[src/rtl/poly_pkg.sv]
// Shared types and helpers for the polygon bounding-box scan generator.
package poly_pkg;

  typedef enum logic [2:0] {
    ST_IDLE,
    ST_MINMAX,
    ST_CLIP,
    ST_SCAN,
    ST_DONE
  } state_e;

  typedef logic signed [31:0] coord_t;

  localparam coord_t COORD_LO = 32'sd0;

  // Saturate a signed coordinate into [COORD_LO, hi].
  function automatic coord_t clamp_coord(input coord_t v, input coord_t hi);
    if (v < COORD_LO) return COORD_LO;
    if (v > hi)       return hi;
    return v;
  endfunction

endpackage

[src/rtl/bbox_accum.sv]
// Signed min/max fold of a stream of (x,y) points; clear loads the first point.
module bbox_accum
  import poly_pkg::*;
(
  input  logic   clk_in,
  input  logic   rst_n_in,
  input  logic   clear_in,
  input  logic   en_in,
  input  coord_t x_in,
  input  coord_t y_in,
  output coord_t xmin_out,
  output coord_t xmax_out,
  output coord_t ymin_out,
  output coord_t ymax_out
);

  coord_t xmin_q, xmax_q, ymin_q, ymax_q;
  coord_t xmin_d, xmax_d, ymin_d, ymax_d;

  always_comb begin
    // NOTE: every combinational output gets a default first so no path leaves it unassigned (no latch).
    xmin_d = xmin_q;
    xmax_d = xmax_q;
    ymin_d = ymin_q;
    ymax_d = ymax_q;
    if (en_in) begin
      if (clear_in) begin
        xmin_d = x_in;
        xmax_d = x_in;
        ymin_d = y_in;
        ymax_d = y_in;
      end else begin
        if (x_in < xmin_q) xmin_d = x_in;
        if (x_in > xmax_q) xmax_d = x_in;
        if (y_in < ymin_q) ymin_d = y_in;
        if (y_in > ymax_q) ymax_d = y_in;
      end
    end
  end

  // NOTE: state flops use non-blocking assignments so every flop samples pre-edge values.
  always_ff @(posedge clk_in or negedge rst_n_in) begin
    if (!rst_n_in) begin
      xmin_q <= '0;
      xmax_q <= '0;
      ymin_q <= '0;
      ymax_q <= '0;
    end else begin
      xmin_q <= xmin_d;
      xmax_q <= xmax_d;
      ymin_q <= ymin_d;
      ymax_q <= ymax_d;
    end
  end

  assign xmin_out = xmin_q;
  assign xmax_out = xmax_q;
  assign ymin_out = ymin_q;
  assign ymax_out = ymax_q;

endmodule

[src/rtl/poly_scan_gen.sv]
// Raster-scans the screen-clipped bounding box of a polygon with a valid/ready stream.
// Optional pixel counter output enabled by defining POLY_SCAN_STATS_EN.
module poly_scan_gen
  import poly_pkg::*;
#(
  parameter int PIXEL_WIDTH      = 1280,
  parameter int PIXEL_HEIGHT     = 720,
  parameter int MAX_NUM_VERTICES = 4,
  localparam int HW    = $clog2(PIXEL_WIDTH),
  localparam int VW    = $clog2(PIXEL_HEIGHT),
  localparam int IDX_W = (MAX_NUM_VERTICES > 1) ? $clog2(MAX_NUM_VERTICES) : 1
) (
  input  logic          clk_in,
  input  logic          rst_n_in,
  input  logic          start_in,
  input  coord_t        xs_in [MAX_NUM_VERTICES],
  input  coord_t        ys_in [MAX_NUM_VERTICES],
  output logic [HW-1:0] hcount_out,
  output logic [VW-1:0] vcount_out,
  output logic          valid_out,
  input  logic          ready_in,
  output logic          last_out,
  output logic          busy_out,
  output logic          done_out,
  output logic          empty_out
`ifdef POLY_SCAN_STATS_EN
  ,
  output logic [31:0]   pixel_count_out
`endif
);

  localparam coord_t X_HI = coord_t'(PIXEL_WIDTH - 1);
  localparam coord_t Y_HI = coord_t'(PIXEL_HEIGHT - 1);
  localparam logic [IDX_W-1:0] IDX_LAST = IDX_W'(MAX_NUM_VERTICES - 1);

  state_e           state_q, state_d;
  logic [IDX_W-1:0] idx_q, idx_d;
  logic [HW-1:0]    hcount_q, hcount_d, x_lo_q, x_lo_d, x_hi_q, x_hi_d;
  logic [VW-1:0]    vcount_q, vcount_d, y_lo_q, y_lo_d, y_hi_q, y_hi_d;
  logic             valid_q, valid_d, last_q, last_d;
  logic             busy_q, busy_d, done_q, done_d, empty_q, empty_d;
  logic             accept, fire;

  coord_t xs_q [MAX_NUM_VERTICES];
  coord_t ys_q [MAX_NUM_VERTICES];
  coord_t xmin, xmax, ymin, ymax;
  coord_t xmin_c, xmax_c, ymin_c, ymax_c;
  logic   box_empty;

  assign accept = (state_q == ST_IDLE) && start_in;
  assign fire   = valid_q && ready_in;

  // NOTE: vertex storage is a plain register file with no reset; it is always written before use.
  always_ff @(posedge clk_in) begin
    if (accept) begin
      xs_q <= xs_in;
      ys_q <= ys_in;
    end
  end

  bbox_accum u_bbox (
    .clk_in   (clk_in),
    .rst_n_in (rst_n_in),
    .clear_in (idx_q == '0),
    .en_in    (state_q == ST_MINMAX),
    .x_in     (xs_q[idx_q]),
    .y_in     (ys_q[idx_q]),
    .xmin_out (xmin),
    .xmax_out (xmax),
    .ymin_out (ymin),
    .ymax_out (ymax)
  );

  always_comb begin
    xmin_c    = clamp_coord(xmin, X_HI);
    xmax_c    = clamp_coord(xmax, X_HI);
    ymin_c    = clamp_coord(ymin, Y_HI);
    ymax_c    = clamp_coord(ymax, Y_HI);
    box_empty = (xmax < COORD_LO) || (ymax < COORD_LO) || (xmin > X_HI) || (ymin > Y_HI);

    state_d  = state_q;
    idx_d    = idx_q;
    hcount_d = hcount_q;
    vcount_d = vcount_q;
    x_lo_d   = x_lo_q;
    x_hi_d   = x_hi_q;
    y_lo_d   = y_lo_q;
    y_hi_d   = y_hi_q;
    valid_d  = valid_q;
    last_d   = last_q;
    busy_d   = busy_q;
    done_d   = 1'b0;
    empty_d  = 1'b0;

    unique case (state_q)
      ST_IDLE: begin
        if (start_in) begin
          idx_d   = '0;
          busy_d  = 1'b1;
          state_d = ST_MINMAX;
        end
      end
      ST_MINMAX: begin
        idx_d = idx_q + IDX_W'(1);
        if (idx_q == IDX_LAST) state_d = ST_CLIP;
      end
      ST_CLIP: begin
        if (box_empty) begin
          done_d  = 1'b1;
          empty_d = 1'b1;
          state_d = ST_DONE;
        end else begin
          x_lo_d   = xmin_c[HW-1:0];
          x_hi_d   = xmax_c[HW-1:0];
          y_lo_d   = ymin_c[VW-1:0];
          y_hi_d   = ymax_c[VW-1:0];
          hcount_d = xmin_c[HW-1:0];
          vcount_d = ymin_c[VW-1:0];
          valid_d  = 1'b1;
          last_d   = (xmin_c == xmax_c) && (ymin_c == ymax_c);
          state_d  = ST_SCAN;
        end
      end
      ST_SCAN: begin
        if (fire) begin
          if (last_q) begin
            valid_d = 1'b0;
            last_d  = 1'b0;
            done_d  = 1'b1;
            state_d = ST_DONE;
          end else begin
            if (hcount_q == x_hi_q) begin
              hcount_d = x_lo_q;
              vcount_d = vcount_q + VW'(1);
            end else begin
              hcount_d = hcount_q + HW'(1);
            end
            last_d = (hcount_d == x_hi_q) && (vcount_d == y_hi_q);
          end
        end
      end
      ST_DONE: begin
        busy_d  = 1'b0;
        state_d = ST_IDLE;
      end
      default: state_d = ST_IDLE;
    endcase
  end

  always_ff @(posedge clk_in or negedge rst_n_in) begin
    if (!rst_n_in) begin
      state_q  <= ST_IDLE;
      idx_q    <= '0;
      hcount_q <= '0;
      vcount_q <= '0;
      x_lo_q   <= '0;
      x_hi_q   <= '0;
      y_lo_q   <= '0;
      y_hi_q   <= '0;
      valid_q  <= 1'b0;
      last_q   <= 1'b0;
      busy_q   <= 1'b0;
      done_q   <= 1'b0;
      empty_q  <= 1'b0;
    end else begin
      state_q  <= state_d;
      idx_q    <= idx_d;
      hcount_q <= hcount_d;
      vcount_q <= vcount_d;
      x_lo_q   <= x_lo_d;
      x_hi_q   <= x_hi_d;
      y_lo_q   <= y_lo_d;
      y_hi_q   <= y_hi_d;
      valid_q  <= valid_d;
      last_q   <= last_d;
      busy_q   <= busy_d;
      done_q   <= done_d;
      empty_q  <= empty_d;
    end
  end

`ifdef POLY_SCAN_STATS_EN
  logic [31:0] pixel_count_q, pixel_count_d;

  always_comb begin
    pixel_count_d = pixel_count_q;
    if (accept)                           pixel_count_d = '0;
    else if (fire && state_q == ST_SCAN)  pixel_count_d = pixel_count_q + 32'd1;
  end

  always_ff @(posedge clk_in or negedge rst_n_in) begin
    if (!rst_n_in) pixel_count_q <= '0;
    else           pixel_count_q <= pixel_count_d;
  end

  assign pixel_count_out = pixel_count_q;
`endif

  assign hcount_out = hcount_q;
  assign vcount_out = vcount_q;
  assign valid_out  = valid_q;
  assign last_out   = last_q;
  assign busy_out   = busy_q;
  assign done_out   = done_q;
  assign empty_out  = empty_q;

endmodule

[config.mk]
export PLATFORM = sky130hd
export DESIGN_NAME = poly_scan_gen
export DESIGN_NICKNAME = d
export VERILOG_FILES = /design/src/rtl/poly_pkg.sv /design/src/rtl/bbox_accum.sv /design/src/rtl/poly_scan_gen.sv
export SDC_FILE = /design/constraint.sdc
export NUM_CORES = 1
export LEC_CHECK = 0
export CAP_MARGIN = 10
export CELL_PAD_IN_SITES_DETAIL_PLACEMENT = 0
export CELL_PAD_IN_SITES_GLOBAL_PLACEMENT = 2
export CORE_UTILIZATION = 39
export DETAILED_ROUTE_END_ITERATION = 8
export PLACE_DENSITY = 0.93
export SKIP_LAST_GASP = 1
export SYNTH_ARGS = -nofsm -noshare
export SYNTH_HDL_FRONTEND = slang
export SYNTH_SLANG_ARGS = --single-unit
[constraint.sdc]
create_clock -name clk_in -period 13.35 [get_ports clk_in]
set_input_delay 1.335 -clock clk_in [delete_from_list [all_inputs] [get_ports clk_in]]
set_output_delay 1.335 -clock clk_in [all_outputs]
set_load 0.02 [all_outputs]
Yosys cells after proc, flatten, opt, wreduce, memory -nomap -nowiden
Index checks and enable logic that the tools add are counted. W data, S select, Z words.

Logic and storage cells: 166. Flip-flop bits (word level): 447. Output and inout port bits: 26. Input bits: 260.

Equality and inequality tests: 16. $lt $le $gt $ge: 13. Mux-type cells: 81. Reductions and logical operators: 27. Add/sub/neg operators: 3. Bitwise logic cells: 2.

Operator list (count): $mux W32 (28); $bmux W32 S2 (2); $lt A32 B1 Y1 const B (4); $mux W11 (7); $mux W10 (7); $eq A32 B32 Y1 (2); $gt A32 B11 Y1 const B (2); $gt A32 B12 Y1 const B (2); $gt A32 B32 Y1 (2); $lt A32 B32 Y1 (2); $mux W1 (23); $eq A11 B11 Y1 (2); $pmux W11 S2 (1); $pmux W10 S2 (1); $mux W3 (5); $reduce_and A2 Y1 (7); $reduce_bool A2 Y1 (7); $ne A2 B2 Y1 const B (6); $pmux W3 S4 (1); $reduce_and A4 Y1 (3); $add A11 B1 Y11 const B (1); $add A10 B1 Y10 const B (1); $eq A10 B10 Y1 (1); $pmux W1 S2 (4); 15 further kinds (21).

Depth between registers and ports, before layout
Gate-level depths: netlist of the first run.

Depth after elaboration: 10. Mapped depth: 14. Mapped depth without buffers: 12.

Cells and area by module
Synthesis of the first run repeated with hierarchy kept, for this count alone.

Cells, all modules: 1681. Area total of the unflattened synthesis: 22283.9 sq um.

By module, submodules not included: poly_scan_gen (seq. area each 9263.9 sq um, cells each 957, area each 14153.6 sq um, times used 1); bbox_accum (seq. area each 3203.1 sq um, cells each 724, area each 8130.3 sq um, times used 1).

Worst setup path before layout of the first run
No wires, ideal clock.

Path kind: input-to-reg. From: input port start_in. To: register idx_q[0]. Path buffers: 0. Required time: 13.199 ns. Stages: 4. Library setup time: 0.151 ns. Setup slack: 0.366 ns. Data arrival time: 12.833 ns. Cell sequence: nand2_1 -> nor2_1 -> or3_1 -> o21ai_0.

Longest elaborated chain between the ends: 2.

RTL lines: start, declared (line poly_scan_gen.sv:15) `input logic start_in,`; $ne A2 B2 Y1 (no line); $reduce_and A2 Y1 (no line); end signal, assigned (line poly_scan_gen.sv:167) `idx_q <= idx_d;`; end, declared (line poly_scan_gen.sv:37) `logic [IDX_W-1:0] idx_q, idx_d;`.

Every way passes these cells. A chain may end at the register's enable or synchronous reset.

Worst setup path in the final report of the first run
From: register idx_q[0]. To: register u_bbox.xmax_q[23], in the netlist u_bbox.xmax_out[23].

Longest elaborated chain between the ends: 7. Elaborated cells on any way between the ends: 10. Those cells by class: order compare (1); mux (5); bitwise (1); reduce/logical (3).

RTL lines: $not A2 Y3 (implied by the code) (line poly_scan_gen.sv:66) `.x_in (xs_q[idx_q]),`; $bmux W32 S2 (line poly_scan_gen.sv:66); $mux W32 (implied by the code) (2 in series) (line poly_scan_gen.sv:66); named net u_bbox.x_in[24] (line bbox_accum.sv:9) `input coord_t x_in,`; $gt A32 B32 Y1 (line bbox_accum.sv:34) `if (x_in > xmax_q) xmax_d = x_in;`; $reduce_bool A2 Y1 (no line); $reduce_and A2 Y1 (no line); end signal, assigned (line bbox_accum.sv:50) `xmax_q <= xmax_d;`; end, declared (line bbox_accum.sv:17) `coord_t xmin_q, xmax_q, ymin_q, ymax_q;`.

The timed path passes the listed nets, and every way through them passes these cells. The select of a mux whose other input is x is not followed.

==> flow_summary.yaml, run 1 <==
finish:
  area_growth_pct: 25.03
  drive_gt1_share_pct: 15.71
  diodes: 0
  fin_area_mm2: 0.02732
  final_nets: 2329
drt:
  ant_nets: 0
  vias_per_cell: 5.309
  drt_iter0_markers: 1012
  routed_wl_um: 56960
  vias: 14483
  wl_met2_um: 25800
  top_layer: "met5"
  wl_met1_um: 27290
  drt_pass1_iterations: 5
  avgRoutedWirePerCell_um: 20.88
  drc: 0
  dr_wl_met3_um: 2740
timing:
  worst_slew_pin_slew_ns: 1.234
  maxSlewHeadroom_pct: 17.74
  tns_ns: 0
  max_clock_freq_ghz: 0.1864
  period_minus_slack_ns: 5.365
  skew_ns: 0.02810
  rsz0062_at_grt: "no"
  drv_slew: 0
  post-route-period-util_pct: 40.19
  setup_viol: 0
  hold_violations: 0
place:
  io_buffers: 285
  place.gp.congestion: 0.8730
  dp.final_hpwl_um: 42460
  placed_cell_area_mm2: 0.02556
grt:
  overflow: 0
  antenna_found_initial: 3
  track_usage_pct: 20.36
  grt_pass1_wl_um: 88460
  grt_max_degree: 113
  grt_pass1_vias: 15003
pwr:
  combinationalPowerShare_pct: 42.9
  p_int_mw: 4.208
  power_density_mw_per_mm2: 246.5
  p_sw_mw: 2.526
  power.share.switching_pct: 37.51
  pwr-share-clk_pct: 21.8
  ir_drop_mv: 0.1174
  total_leakage_power_nw: 10.73
  seqPwrFrac_pct: 35.3
yosys:
  synth_largest_area_cell: "edfxtp_1"
  synth_top_flop_cell: "edfxtp_1"
  yosysTopAreaCellShare_pct: 35.18
  yosys.cell_count.top_type: "edfxtp_1"
  syn_inst: 1648
  synth_commonest_cells: "256 x edfxtp_1, 191 x dfrtp_1, 139 x inv_1"
  synth-seq-area-share_pct: 57.06
  synth.net_count: 2038
  syn_avg_cell_area_um2: 13.26
  synth_area_leaders: "edfxtp_1 35%, dfrtp_1 22%, ha_1 7.4%"
  yosysWarnings: 0
  synth_edf_count: 256
  synth_cell_type_count: 73
  ys_ff_latch: 447
  synth_async_sr_flop_share_pct: 42.73
  synth_area_mm2: 0.02185
floorplan:
  die_width_um: 238.7
  start_util_pct: 39.58
  fp-row-count: 86
  die_area_mm2: 0.05697
  die_h_um: 238.7
  ios: 286
  core_region_area_mm2: 0.05520
clock_network:
  clk_pin_slew_ns: 0.06
  cts_resized: 0
  holdBufCountCts: 0
  root_buffer: "clkbuf_16"
  clkLatencyLatePin_ns: 0.59
  cts_buffers: 49
  post_cts_buffers: 0
  h-tree-depth: 2
  clock-sinks: 447
  clk_path_buf_depth: 3
  cts_tree: "yes"
critical_path:
  path_buf_inv: 2
  worstPathCellList: "buf_4 > mux4_2 > ha_1 > nand4_1 > nor4_1 > nand3_1 > o221ai_1 > nand3b_1 > nor2_1 > a211oi_4 > buf_4 > mux2_2"
  required_ns: 13.82
  worstPathMaxFanout: 39
  cpMostUsedCell: "buf_4"
  criticalPathCategory: "reg -> reg"
  cp_slowest_cell: "dfrtp_4"
  cp-start-kind: "flop"
  worstPathArrival_ns: 5.83
  cpPeakStageDelay_ns: 0.84
  crit_family: "buffers and inverters"
  endpoint_kind: "flop"
run_status:
  status: "complete, no violations"
hold_path:
  hp-class: "reg -> reg"
flow_run:
  maxCapViolations: 0
==> path summary, 6_finish.rpt <==
| check | start | endpoint | slack [ns] | cells after the start |
|---|---|---|---|---|
| min | x_lo_q[5] | x_lo_q[5] | 0.50 | 2 |
| max | idx_q[0] | u_bbox.xmax_out[23] | 7.99 | 12 |
| min reg2reg | x_lo_q[5] | x_lo_q[5] | 0.50 | 2 |
| max in group asynchronous | rst_n_in | idx_q[0] | 10.67 | 2 |
| max reg2reg | idx_q[0] | u_bbox.xmax_out[23] | 7.99 | 12 |
| min in group asynchronous | rst_n_in | hcount_out[5] | 0.82 | 1 |
==> cells in the final DEF (no fill, tap or decap), types with 35 or more instances in the layout <==
cell               n
ha_1             130
mux4_2            64
inv_1            139
edfxtp_1         256
nand2_1           87
dfrtp_1          189
o21ai_0           70
nor2_1            80
clkbuf_16         50
mux2_2           128
nand4_1           35
clkdlybuf4s50_1  284
a21oi_1           75
==> layer usage <==
metal	global-route usage (%)	vias to the layer above
met5	0	-
met4	5.031	6
met3	3.718	71
met2	30.90	366
met1	30.05	7222
li1	-	6818
==> power groups by stage <==
| stage | sequential (mW) | clock, mW | combinational (mW) |
|---|---|---|---|
| 2_1_floorplan | 2.32 | 0 | 2.09 |
| 3_3_place_gp | 2.38 | 0 | 2.83 |
| 3_5_place_dp | 2.40 | 0 | 2.88 |
| 4_1_cts | 2.38 | 1.50 | 2.91 |
| 5_1_grt | 2.44 | 1.55 | 3.22 |
| 6_report | 2.38 | 1.47 | 2.89 |
==> cells by family (layout without fill, tap and decap cells) <==
group	count (synthesis)	in the layout	share of synthesized area, %
fa+ha+maj	130	130	7.445
mux	206	206	13.87
flops	447	447	57.06
simple gates	319	319	7.330
compound gates	300	300	8.945
xor+xnor	46	46	1.844
buf+inv	200	532	3.505
==> sequential cells by signal, summed over array words and instances (netlist names), 10 cells and up <==
register and cells:
u_bbox.xmax_out 32, y_hi_q 10, vcount_out 10, u_bbox.ymin_out 32, x_lo_q 11, x_hi_q 11
u_bbox.xmin_out 32, ys_q 128, hcount_out 11, u_bbox.ymax_out 32, xs_q 128
==> stage by stage <==
stage	power (mW)	util, %	worst slack, ns	cells	hold slack [ns]
after global placement	5.212	46.30	8.052	2636	0.4666
after floorplan	4.407	-	0.3660	1648	0.4492
after global routing	7.215	49.49	7.507	2728	0.5248
after detailed placement	5.285	46.30	7.904	2636	0.4824
final	6.734	49.49	7.985	2728	0.4955
after CTS	6.782	49.49	7.877	2728	0.4954
==> worst reg2reg max path, stage by stage (launching register included) <==
cell	delay, ns
dfrtp_4	0.84
buf_4	0.75
mux4_2	0.68
ha_1	0.31
nand4_1	0.12
nor4_1	0.48
nand3_1	0.16
o221ai_1	0.20
nand3b_1	0.15
nor2_1	0.07
a211oi_4	0.63
buf_4	0.45
mux2_2	0.40
==> final cells by class <==
| type | instances | area, um2 |
|---|---|---|
| Multi-Input combinational cell | 1001 | 8655 |
| Timing Repair Buffer | 300 | 2969 |
| Sequential cell | 447 | 12470 |
| Clock inverter | 36 | 486.7 |
| Fill cell | 4771 | 27880 |
| Clock buffer | 56 | 1274 |
| Inverter | 140 | 525.5 |
| Tap cell | 748 | 935.9 |
(Power assumes the default switching activity.)
==> run 2, diff against run 1 <==
clock period = 5.21 ns   (was 13.35 ns; I/O delays follow)
==> run 2 against run 1 <==
Utilization grew 0.23 points. First-iteration DRC count shrank 3.6%. Wire length shrank 1.2%. Clock power grew to 2.5 times the previous value. Critical endpoint is now u_bbox.xmin_out[21].
==> flow_summary.yaml, run 2 (synthesis gave the netlist of run 1 again) <==
pwr:
  ir_drop_mv: 0.3317
  power_density_mw_per_mm2: 628.8
  pwr-share-clk_pct: 21.3
  combinationalPowerShare_pct: 43.9
  design_power_total_mw: 17.26
  p_sw_mw: 6.484
  total_leakage_power_nw: 10.76
  p_int_mw: 10.77
  power.share.switching_pct: 37.57
  seqPwrFrac_pct: 34.7
timing:
  hold_violations: 0
  drv_slew: 0
  skew_ns: 0.01902
  rsz0062_at_grt: "no"
  post-route-period-util_pct: 85.72
  worst_slew_pin_slew_ns: 1.105
  maxSlewHeadroom_pct: 26.16
  tns_ns: 0
  period_minus_slack_ns: 4.466
  finalHoldWorstSlack_ns: 0.07149
  max_clock_freq_ghz: 0.2239
  fin_ws_ns: 0.7441
  setup_viol: 0
finish:
  final_cell_mix: "284 x clkdlybuf4s50_1, 256 x edfxtp_1, 189 x dfrtp_1"
  top_regs: "xs_q: 128 flops, ys_q: 128 flops"
  area_growth_pct: 25.62
  fillerInstances: 4775
  multi_input_area_mm2: 0.008650
  seq_area_mm2: 0.01247
  drive_gt1_share_pct: 16.34
  final_nets: 2344
  layout_commonest_cell: "clkdlybuf4s50_1"
place:
  dp.final_hpwl_um: 42080
  io_buffers: 285
  pre_cts_ws_ns: 0.7185
  place.gp.congestion: 0.8688
critical_path:
  criticalPathCategory: "reg -> reg"
  r2r-start: "idx_q[0]"
  endpoint_kind: "flop"
  cp-start-kind: "flop"
  worstPathArrival_ns: 4.95
  worstPathMaxFanout: 34
  startpoint: "idx_q[0]"
  required_ns: 5.69
grt:
  overflow: 0
  grt_pass1_wl_um: 87810
  track_usage_pct: 20.09
  antenna_found_initial: 7
  grt_max_degree: 113
  grt_pass1_vias: 15254
drt:
  drt_iter0_markers: 976
  drt_pass1_iterations: 5
  ant_nets: 0
  drc: 0
  vias_per_cell: 5.308
  routed_wl_um: 56270
  vias: 14566
  avgRoutedWirePerCell_um: 20.51
floorplan:
  ios: 286
  die_area_mm2: 0.05697
  core_region_area_mm2: 0.05520
  die_h_um: 238.7
  fp-row-count: 86
  start_util_pct: 39.58
  die_width_um: 238.7
clock_network:
  clk_pin_slew_ns: 0.06
  root_buffer: "clkbuf_16"
  cts_buffers: 49
  clock-sinks: 447
  post_cts_buffers: 0
  clkLatencyLatePin_ns: 0.60
  cts_resized: 0
  clk_path_buf_depth: 3
  holdBufCountCts: 0
  h-tree-depth: 2
  cts_tree: "yes"
run_status:
  status: "complete, no violations"
flow_run:
  maxCapViolations: 0
hold_path:
  hp-class: "in -> async"
-- run 2: cell types whose count changed in the layout (fill, tap and decap cells not counted), moves of 3 or more --
cell and delta:
buf_12 +4, buf_4 +11, clkbuf_1 -3, clkinv_2 -3, clkinvlp_4 +9
-- run 2: final timing paths --
| kind | endpoint | slack, ns | depth (start not counted) |
|---|---|---|---|
| min in group clk_in | xs_q[75] | 0.48 | 1 |
| max reg2reg | u_bbox.xmin_out[21] | 0.74 | 11 |
| max | u_bbox.xmin_out[21] | 0.74 | 11 |
| min reg2reg | x_lo_q[9] | 0.49 | 2 |
| max in group asynchronous | u_bbox.xmin_out[19] | 3.95 | 2 |
| min | x_hi_q[4] | 0.07 | 1 |
-- run 2: metal layers --
layer | wire length, um | global-route usage (%) | part of all wire [%] | up-vias
met5 | 70 | 0 | 0.12 | -
met3 | 3417 | 4.400 | 6.1 | 99
met4 | 1292 | 5.556 | 2.3 | 10
met1 | 26090 | 28.28 | 46 | 7187
met2 | 25400 | 31.22 | 45 | 422
li1 | - | - | - | 6848
-- run 2: critical path, stage by stage, from the launching register on --
cell,delay (ns)
dfrtp_4,0.85
buf_4,0.32
mux4_2,0.60
ha_1,0.33
nand4_1,0.13
nor2_1,0.32
o2111ai_1,0.25
a311oi_1,0.46
nor4_1,0.16
o21ai_2,0.18
buf_4,0.29
mux2_2,0.38
-- run 2: power by group through the flow --
| stage | sequential (mW) | combinational (mW) | clock [mW] |
|---|---|---|---|
| 6_report | 5.99 | 7.58 | 3.68 |
| 2_1_floorplan | 5.77 | 5.35 | 0 |
| 5_1_grt | 6.16 | 8.44 | 3.90 |
| 4_1_cts | 6.00 | 7.63 | 3.77 |
| 3_5_place_dp | 6.06 | 7.57 | 0 |
| 3_3_place_gp | 6.00 | 7.42 | 0 |
-- run 2: area by class of cell --
class | instances | share of cell area, %
multi-input combinational | 1001 | 31.52
antenna | 1 | 0.009118
clock inverter | 38 | 1.646
inverter | 140 | 1.915
clock buffer | 54 | 4.650
sequential | 447 | 45.44
timing repair buffer | 315 | 11.41
tap | 748 | 3.410
-- run 2: metrics by stage --
step / instance area [um2] / instances / utilization [%]
2_1_floorplan: 21860 / 1648 / -
3_5_place_dp: 25710 / 2651 / 46.58
6_report: 27450 / 2744 / 49.72
3_3_place_gp: 25710 / 2651 / 46.58
4_1_cts: 27440 / 2743 / 49.71
5_1_grt: 27450 / 2744 / 49.72
